==> src/rtl/memio_responder_if.sv <==
// Load/store request, RAM and IO signals between the CPU, memio_responder and the memories.
// The responder takes the slave view; the CPU/memory side takes the master view.
interface memio_responder_if;
  logic        req_mem_read;
  logic        req_mem_write;
  logic        req_io_read;
  logic        req_io_write;
  logic [31:0] addr;
  logic [31:0] wdata;
  logic [1:0]  data_width;
  logic        data_sign;
  logic        busy;
  logic        done;
  logic        addr_err;
  logic [31:0] rdata;
  logic [29:0] ram_addr;
  logic        ram_re;
  logic        ram_we;
  logic [3:0]  ram_be;
  logic [31:0] ram_wdata;
  logic [31:0] ram_rdata;
  logic [9:0]  io_addr;
  logic        io_rd;
  logic        io_wr;
  logic [15:0] io_wdata;
  logic [15:0] io_rdata;

  modport slave (
    input  req_mem_read, req_mem_write, req_io_read, req_io_write,
           addr, wdata, data_width, data_sign, ram_rdata, io_rdata,
    output busy, done, addr_err, rdata, ram_addr, ram_re, ram_we, ram_be,
           ram_wdata, io_addr, io_rd, io_wr, io_wdata
  );

  modport master (
    output req_mem_read, req_mem_write, req_io_read, req_io_write,
           addr, wdata, data_width, data_sign, ram_rdata, io_rdata,
    input  busy, done, addr_err, rdata, ram_addr, ram_re, ram_we, ram_be,
           ram_wdata, io_addr, io_rd, io_wr, io_wdata
  );
endinterface

==> src/rtl/memio_responder.sv <==
// Single-outstanding load/store responder: alignment check, RAM byte lanes, 1 KB IO window,
// extended load data. Latency WAIT+1 cycles to done (2 on error); requests seen while busy are dropped.
module memio_responder #(
  parameter int unsigned MEM_WAIT = 2,
  parameter int unsigned IO_WAIT  = 1
) (
  input logic               clock,
  input logic               reset,
  memio_responder_if.slave  bus
);
  typedef enum logic [1:0] {IDLE, ACCESS, RESP} state_t;

  localparam logic [7:0] MEM_LAST = 8'(MEM_WAIT - 1);
  localparam logic [7:0] IO_LAST  = 8'(IO_WAIT - 1);

  state_t      state_q, state_d;
  logic [7:0]  cnt_q, cnt_d;
  logic [31:0] addr_q, addr_d;
  logic [31:0] wdata_q, wdata_d;
  logic [1:0]  width_q, width_d;
  logic        sign_q, sign_d;
  logic        is_io_q, is_io_d;
  logic        is_wr_q, is_wr_d;
  logic        err_q, err_d;
  logic [31:0] rdata_q, rdata_d;

  logic        any_req;
  logic        req_is_io;
  logic        misalign;
  logic [7:0]  ld_byte;
  logic [15:0] ld_half;
  logic [31:0] load_val;
  logic [3:0]  be_val;
  logic [31:0] wlane_val;
  logic        mem_acc;
  logic        first;

  always_ff @(posedge clock or negedge reset) begin
    if (!reset) begin
      state_q <= IDLE;
      cnt_q   <= '0;
      addr_q  <= '0;
      wdata_q <= '0;
      width_q <= '0;
      sign_q  <= 1'b0;
      is_io_q <= 1'b0;
      is_wr_q <= 1'b0;
      err_q   <= 1'b0;
      rdata_q <= '0;
    end else begin
      state_q <= state_d;
      cnt_q   <= cnt_d;
      addr_q  <= addr_d;
      wdata_q <= wdata_d;
      width_q <= width_d;
      sign_q  <= sign_d;
      is_io_q <= is_io_d;
      is_wr_q <= is_wr_d;
      err_q   <= err_d;
      rdata_q <= rdata_d;
    end
  end

  assign any_req   = bus.req_mem_read | bus.req_mem_write | bus.req_io_read | bus.req_io_write;
  assign req_is_io = ~bus.req_mem_write & ~bus.req_mem_read;
  assign misalign  = (bus.data_width == 2'b10) ||
                     (bus.data_width == 2'b01 && bus.addr[0]) ||
                     (bus.data_width == 2'b11 && bus.addr[1:0] != 2'b00);

  // Load lane extraction and extension from the latched address/width/sign
  always_comb begin
    ld_byte  = '0;
    ld_half  = bus.ram_rdata[15:0];
    load_val = bus.ram_rdata;
    case (addr_q[1:0])
      2'd0:    ld_byte = bus.ram_rdata[7:0];
      2'd1:    ld_byte = bus.ram_rdata[15:8];
      2'd2:    ld_byte = bus.ram_rdata[23:16];
      default: ld_byte = bus.ram_rdata[31:24];
    endcase
    if (addr_q[1]) ld_half = bus.ram_rdata[31:16];
    if (is_io_q)
      load_val = {16'h0000, bus.io_rdata};
    else if (width_q == 2'b00)
      load_val = {{24{sign_q & ld_byte[7]}}, ld_byte};
    else if (width_q == 2'b01)
      load_val = {{16{sign_q & ld_half[15]}}, ld_half};
  end

  always_comb begin
    be_val    = 4'b1111;
    wlane_val = wdata_q;
    if (width_q == 2'b00) begin
      be_val    = 4'b0001 << addr_q[1:0];
      wlane_val = {4{wdata_q[7:0]}};
    end else if (width_q == 2'b01) begin
      be_val    = addr_q[1] ? 4'b1100 : 4'b0011;
      wlane_val = {2{wdata_q[15:0]}};
    end
  end

  always_comb begin
    state_d = state_q;
    cnt_d   = cnt_q;
    addr_d  = addr_q;
    wdata_d = wdata_q;
    width_d = width_q;
    sign_d  = sign_q;
    is_io_d = is_io_q;
    is_wr_d = is_wr_q;
    err_d   = err_q;
    rdata_d = rdata_q;
    case (state_q)
      IDLE: begin
        if (any_req) begin
          addr_d  = bus.addr;
          wdata_d = bus.wdata;
          width_d = bus.data_width;
          sign_d  = bus.data_sign;
          is_io_d = req_is_io;
          is_wr_d = bus.req_mem_write | (~bus.req_mem_read & bus.req_io_write);
          err_d   = ~req_is_io & misalign;
          cnt_d   = '0;
          state_d = ACCESS;
        end
      end
      ACCESS: begin
        // Errored requests spend one strobe-less cycle here so done lands at the same edge count as WAIT=1
        if (err_q) begin
          state_d = RESP;
        end else if (cnt_q == (is_io_q ? IO_LAST : MEM_LAST)) begin
          if (!is_wr_q) rdata_d = load_val;
          state_d = RESP;
        end else begin
          cnt_d = cnt_q + 8'd1;
        end
      end
      default: state_d = IDLE;
    endcase
  end

  assign mem_acc = (state_q == ACCESS) & ~is_io_q & ~err_q;
  assign first   = (cnt_q == 8'd0);

  assign bus.busy      = (state_q != IDLE);
  assign bus.done      = (state_q == RESP);
  assign bus.addr_err  = (state_q == RESP) & err_q;
  assign bus.rdata     = rdata_q;
  assign bus.ram_addr  = addr_q[31:2];
  assign bus.ram_re    = mem_acc & first & ~is_wr_q;
  assign bus.ram_we    = mem_acc & first & is_wr_q;
  assign bus.ram_be    = (mem_acc & is_wr_q) ? be_val : 4'b0000;
  assign bus.ram_wdata = (mem_acc & is_wr_q) ? wlane_val : 32'h0;
  assign bus.io_addr   = addr_q[9:0];
  assign bus.io_rd     = (state_q == ACCESS) & is_io_q & first & ~is_wr_q;
  assign bus.io_wr     = (state_q == ACCESS) & is_io_q & first & is_wr_q;
  assign bus.io_wdata  = wdata_q[15:0];
endmodule

==> src/flat_wrapper.sv <==
// flat-port wrapper written by rule: the top's interface ports become plain ports
module memio_responder_flat 
#(
  parameter int unsigned MEM_WAIT = 2,
  parameter int unsigned IO_WAIT  = 1
)
  (clock, reset, bus_req_mem_read, bus_req_mem_write, bus_req_io_read, bus_req_io_write, bus_addr, bus_wdata, bus_data_width, bus_data_sign, bus_ram_rdata, bus_io_rdata, bus_busy, bus_done, bus_addr_err, bus_rdata, bus_ram_addr, bus_ram_re, bus_ram_we, bus_ram_be, bus_ram_wdata, bus_io_addr, bus_io_rd, bus_io_wr, bus_io_wdata);
  memio_responder_if bus_i ();
  input logic clock;
  input logic reset;
  input wire logic [$bits(bus_i.req_mem_read)-1:0] bus_req_mem_read;
  input wire logic [$bits(bus_i.req_mem_write)-1:0] bus_req_mem_write;
  input wire logic [$bits(bus_i.req_io_read)-1:0] bus_req_io_read;
  input wire logic [$bits(bus_i.req_io_write)-1:0] bus_req_io_write;
  input wire logic [$bits(bus_i.addr)-1:0] bus_addr;
  input wire logic [$bits(bus_i.wdata)-1:0] bus_wdata;
  input wire logic [$bits(bus_i.data_width)-1:0] bus_data_width;
  input wire logic [$bits(bus_i.data_sign)-1:0] bus_data_sign;
  input wire logic [$bits(bus_i.ram_rdata)-1:0] bus_ram_rdata;
  input wire logic [$bits(bus_i.io_rdata)-1:0] bus_io_rdata;
  output wire logic [$bits(bus_i.busy)-1:0] bus_busy;
  output wire logic [$bits(bus_i.done)-1:0] bus_done;
  output wire logic [$bits(bus_i.addr_err)-1:0] bus_addr_err;
  output wire logic [$bits(bus_i.rdata)-1:0] bus_rdata;
  output wire logic [$bits(bus_i.ram_addr)-1:0] bus_ram_addr;
  output wire logic [$bits(bus_i.ram_re)-1:0] bus_ram_re;
  output wire logic [$bits(bus_i.ram_we)-1:0] bus_ram_we;
  output wire logic [$bits(bus_i.ram_be)-1:0] bus_ram_be;
  output wire logic [$bits(bus_i.ram_wdata)-1:0] bus_ram_wdata;
  output wire logic [$bits(bus_i.io_addr)-1:0] bus_io_addr;
  output wire logic [$bits(bus_i.io_rd)-1:0] bus_io_rd;
  output wire logic [$bits(bus_i.io_wr)-1:0] bus_io_wr;
  output wire logic [$bits(bus_i.io_wdata)-1:0] bus_io_wdata;
  assign bus_i.req_mem_read = bus_req_mem_read;
  assign bus_i.req_mem_write = bus_req_mem_write;
  assign bus_i.req_io_read = bus_req_io_read;
  assign bus_i.req_io_write = bus_req_io_write;
  assign bus_i.addr = bus_addr;
  assign bus_i.wdata = bus_wdata;
  assign bus_i.data_width = bus_data_width;
  assign bus_i.data_sign = bus_data_sign;
  assign bus_i.ram_rdata = bus_ram_rdata;
  assign bus_i.io_rdata = bus_io_rdata;
  assign bus_busy = bus_i.busy;
  assign bus_done = bus_i.done;
  assign bus_addr_err = bus_i.addr_err;
  assign bus_rdata = bus_i.rdata;
  assign bus_ram_addr = bus_i.ram_addr;
  assign bus_ram_re = bus_i.ram_re;
  assign bus_ram_we = bus_i.ram_we;
  assign bus_ram_be = bus_i.ram_be;
  assign bus_ram_wdata = bus_i.ram_wdata;
  assign bus_io_addr = bus_i.io_addr;
  assign bus_io_rd = bus_i.io_rd;
  assign bus_io_wr = bus_i.io_wr;
  assign bus_io_wdata = bus_i.io_wdata;
  memio_responder #(.MEM_WAIT(MEM_WAIT), .IO_WAIT(IO_WAIT)) u_core (.clock(clock), .reset(reset), .bus(bus_i));
endmodule
==> config.mk <==
export PLATFORM = sky130hd
export DESIGN_NAME = memio_responder_flat
export DESIGN_NICKNAME = d
export VERILOG_FILES = /design/src/rtl/memio_responder_if.sv /design/src/rtl/memio_responder.sv /design/src/flat_wrapper.sv
export SDC_FILE = /design/constraint.sdc
export NUM_CORES = 1
export LEC_CHECK = 0
export CORE_MARGIN = 2
export CORE_UTILIZATION = 47
export CTS_CLUSTER_SIZE = 24
export DETAILED_ROUTE_END_ITERATION = 8
export PLACE_DENSITY = 0.91
export SLEW_MARGIN = 40
export SYNTH_ARGS = -nofsm -noshare
export SYNTH_HDL_FRONTEND = slang
export SYNTH_SLANG_ARGS = --single-unit
==> constraint.sdc <==
create_clock -name clock -period 5.7 [get_ports clock]
set_input_delay 1.14 -clock clock [delete_from_list [all_inputs] [get_ports clock]]
set_output_delay 1.14 -clock clock [all_outputs]
set_load 0.005 [all_outputs]
==> impl_metrics.ini <==
[sta]
period_needed_ns = 4.354
skew_ns = 0.006598
period_share_pct = 76.39
worst_pin_slew_ns = 0.8038
setup_violations = 0
clock.fmax_ghz = 0.2297
slew_headroom_pct = 46.41
whs_ns = 0.4785
hold_viol = 0
setup_tns_ns = 0
drv_slew = 0
grt_setup_unrepaired = false

[cells_and_area]
layout_common_cells = clkdlybuf4s50_1 (250), nand2_1 (232), dfrtp_1 (111)
final_common_cell = clkdlybuf4s50_1
area_growth_pct = 44.40
fin_nets = 1067
drive_gt1_share_pct = 4.536
finalInstanceArea_sq_um = 8916
final_core_utilization_pct = 70.08
nFillCells = 1012

[yosys]
synth_fp_nets = 871
yosys.area.top_type = dfrtp_1
seq_area_frac_synth_pct = 45.39
synth_edf_count = 0
netlist_area_sq_um = 6175
yosys-top-cells-area = dfrtp_1 (45%), nand2_1 (14%), mux2i_1 (3.4%)
avgSynthCellArea_sq_um = 8.255
synthCells = 748
synth_flop_cell = dfrtp_1
yosys.area.top_type_share_pct = 45.39
async_flop_share_pct = 100.0
ys_ff_latch = 112
synth_warnings = 0
synth_cell_types = 47

[clocking]
cts_resized = 0
numCtsBuffers = 9
cts_tree = done
cts_hold_buffers = 0
clk_pin_slew_ns = 0.08
cts_sinks = 112
root_buffer = clkbuf_16
cts_buffer_depth = 2
clk-insertion-delay-late_ns = 0.36
cts_max_level = 3
postCtsSetupBuffers = 0

[routing]
ant_nets = 0
drc = 0
finalWirelength_mm = 20.83
drt-initial-drc-count = 710
vias = 6238
drtPass1Iterations = 5
viasPerCell = 5.565
routedWlPerCell_um = 18.59

[global_routing]
first_global_vias = 6219
grt_max_degree = 78
gr-total-overflow = 0
grt_use_total_pct = 29.51
antenna_found_initial = 1
grt_pass1_wl_mm = 33.04

[die]
placementRows = 41
start_util_pct = 48.53
core-area_sq_um = 12720
die_area_sq_um = 14070
pin_count = 252
die_height_um = 118.6
fp.dieW_um = 118.6

[worst_setup_path]
worst-r2r-cell-count = 5
cp.required_ns = 4.56
cp_max_fo = 29
regToRegEndpoint = u_core.bus.rdata[3]$_DFFE_PN0P_
crit_end = bus_ram_be[1]
end_kind = output pin
critPathSlowestCell = clkdlybuf4s50_1
cp.arrival_ns = 3.21
cpPeakStageDelay_ns = 0.55
cp-startpoint = u_core.state_q[1]$_DFFE_PN0P_
crit_path_start_kind = register
timing.rr.start = u_core.width_q[1]$_DFFE_PN0P_
r2r_setup_slack_ns = 3.03
path_class = register to output pin
path_cells = or3b_1, nor2_1, nand2_2, a21oi_1, clkdlybuf4s50_1

[power_and_ir_drop]
peakVddDrop_mv = 0.2678
static-leakage-power_nw = 4.091
p_per_area_nw_per_um2 = 525.3

[placement]
dpl_cell_area_sq_um = 8610
dp.final_hpwl_mm = 14.81
place_congestion = 0.8959
io_buffers = 251

[flow_run]
drv_cap = 0

[run_status]
status = completed

[worst_hold_path]
min_path_type = register to register
==> report_power, final <==
part,internal (mW),switching (mW)
Clock,0.341,0.301
Sequential,1.16,0.354
Combinational,1.20,1.32
==> metal layers <==
| layer | global-route usage, % | part of all wire [%] | up-vias |
|---|---|---|---|
| met5 | 0 | 0 | - |
| met4 | 13.62 | 3.7 | 0 |
| met3 | 6.950 | 8.6 | 58 |
| met2 | 48.20 | 48 | 311 |
| met1 | 37.02 | 39 | 2984 |
| li1 | - | - | 2885 |
==> cells by family (layout without fill, tap and decap cells) <==
kind of cell / Yosys count / in the layout / synth area share [%]
buffers and inverters: 110 / 310 / 8.450
and+or+nand+nor: 352 / 352 / 24.44
xor gates and xnor gates: 6 / 6 / 0.8511
adders and majority gates: 2 / 2 / 0.4052
DFF: 112 / 112 / 45.39
other: 0 / 1 / 0
muxes: 24 / 24 / 4.134
AOI/OAI and AO/OA: 142 / 142 / 16.33
==> worst min path at each step <==
| stage | cells after the start | start | slack, ns | to |
|---|---|---|---|---|
| after global routing | 1 | u_core.bus.rdata[22]$_DFFE_PN0P_ | 0.50 | u_core.bus.rdata[22]$_DFFE_PN0P_ |
| final | 2 | u_core.addr_q[16]$_DFFE_PN0P_ | 0.48 | u_core.addr_q[16]$_DFFE_PN0P_ |
| after detailed placement | 2 | u_core.wdata_q[23]$_DFFE_PN0P_ | 0.46 | u_core.wdata_q[23]$_DFFE_PN0P_ |
| after CTS | 2 | u_core.addr_q[16]$_DFFE_PN0P_ | 0.48 | u_core.addr_q[16]$_DFFE_PN0P_ |
| after floorplan | 2 | u_core.wdata_q[16]$_DFFE_PN0P_ | 0.45 | u_core.wdata_q[16]$_DFFE_PN0P_ |
| after global placement | 2 | u_core.wdata_q[18]$_DFFE_PN0P_ | 0.46 | u_core.wdata_q[18]$_DFFE_PN0P_ |
==> state kept, by name (all words and copies together) (netlist names) <==
signal and flops:
u_core.wdata_q 32, u_core.state_q 2, u_core.is_wr_q 1, u_core.width_q 2, u_core.addr_q 32, u_core.bus.rdata 32, u_core.cnt_q 8, u_core.is_io_q 1
u_core.sign_q 1, u_core.err_q 1
==> metrics by stage <==
step	setup slack, ns	std cells	total power [mW]
6_report	1.346	1121	4.684
5_1_grt	1.140	1121	5.011
4_1_cts	1.398	1120	4.678
3_5_place_dp	1.785	1105	4.025
3_3_place_gp	1.621	1104	3.956
2_1_floorplan	2.764	748	2.866
==> critical path, delay by kind of cell (launching register included) <==
| family | cells | cell delay (ns) |
|---|---|---|
| AND/OR/NAND/NOR | 3 | 1.54 |
| flip-flops | 1 | 0.44 |
| AO/OA/AOI/OAI | 1 | 0.33 |
| buffers and inverters | 1 | 0.55 |
==> cell type report <==
type                            instances  area [sq um]  share of cell area, %
Antenna cell                            1         2.502                0.02807
Tap cell                              172         215.2                  2.414
Clock inverter                          6         71.32                 0.7999
Clock buffer                            9         225.2                  2.526
Multi-Input combinational cell        526          2873                  32.22
Timing Repair Buffer                  261          2597                  29.13
Sequential cell                       112          2804                  31.45
Inverter                               34         127.6                  1.431
==> synthesized netlist by cell type (2+ instances only) <==
master,number
or4_4,2
xor2_1,2
dfrtp_1,112
nand3_1,4
a31oi_1,3
clkbuf_1,43
nand2b_1,6
a21o_1,16
a221o_1,4
mux2i_1,21
buf_1,4
a221oi_1,9
nor3_1,11
a211o_1,4
buf_4,24
o21ai_0,21
or2_2,2
a2111oi_0,19
o31ai_1,9
and3_1,8
o211ai_1,5
nand2_1,234
nor2_1,47
ha_1,2
inv_1,34
nor4_1,3
or4_1,2
nor3b_1,6
o21a_1,6
a31o_2,2
o2bb2ai_1,5
o22ai_1,8
nand4_1,6
buf_2,3
mux2_2,2
xnor2_1,4
buf_6,2
a21oi_1,28
nor2b_1,17
(Power assumes the default switching activity.)
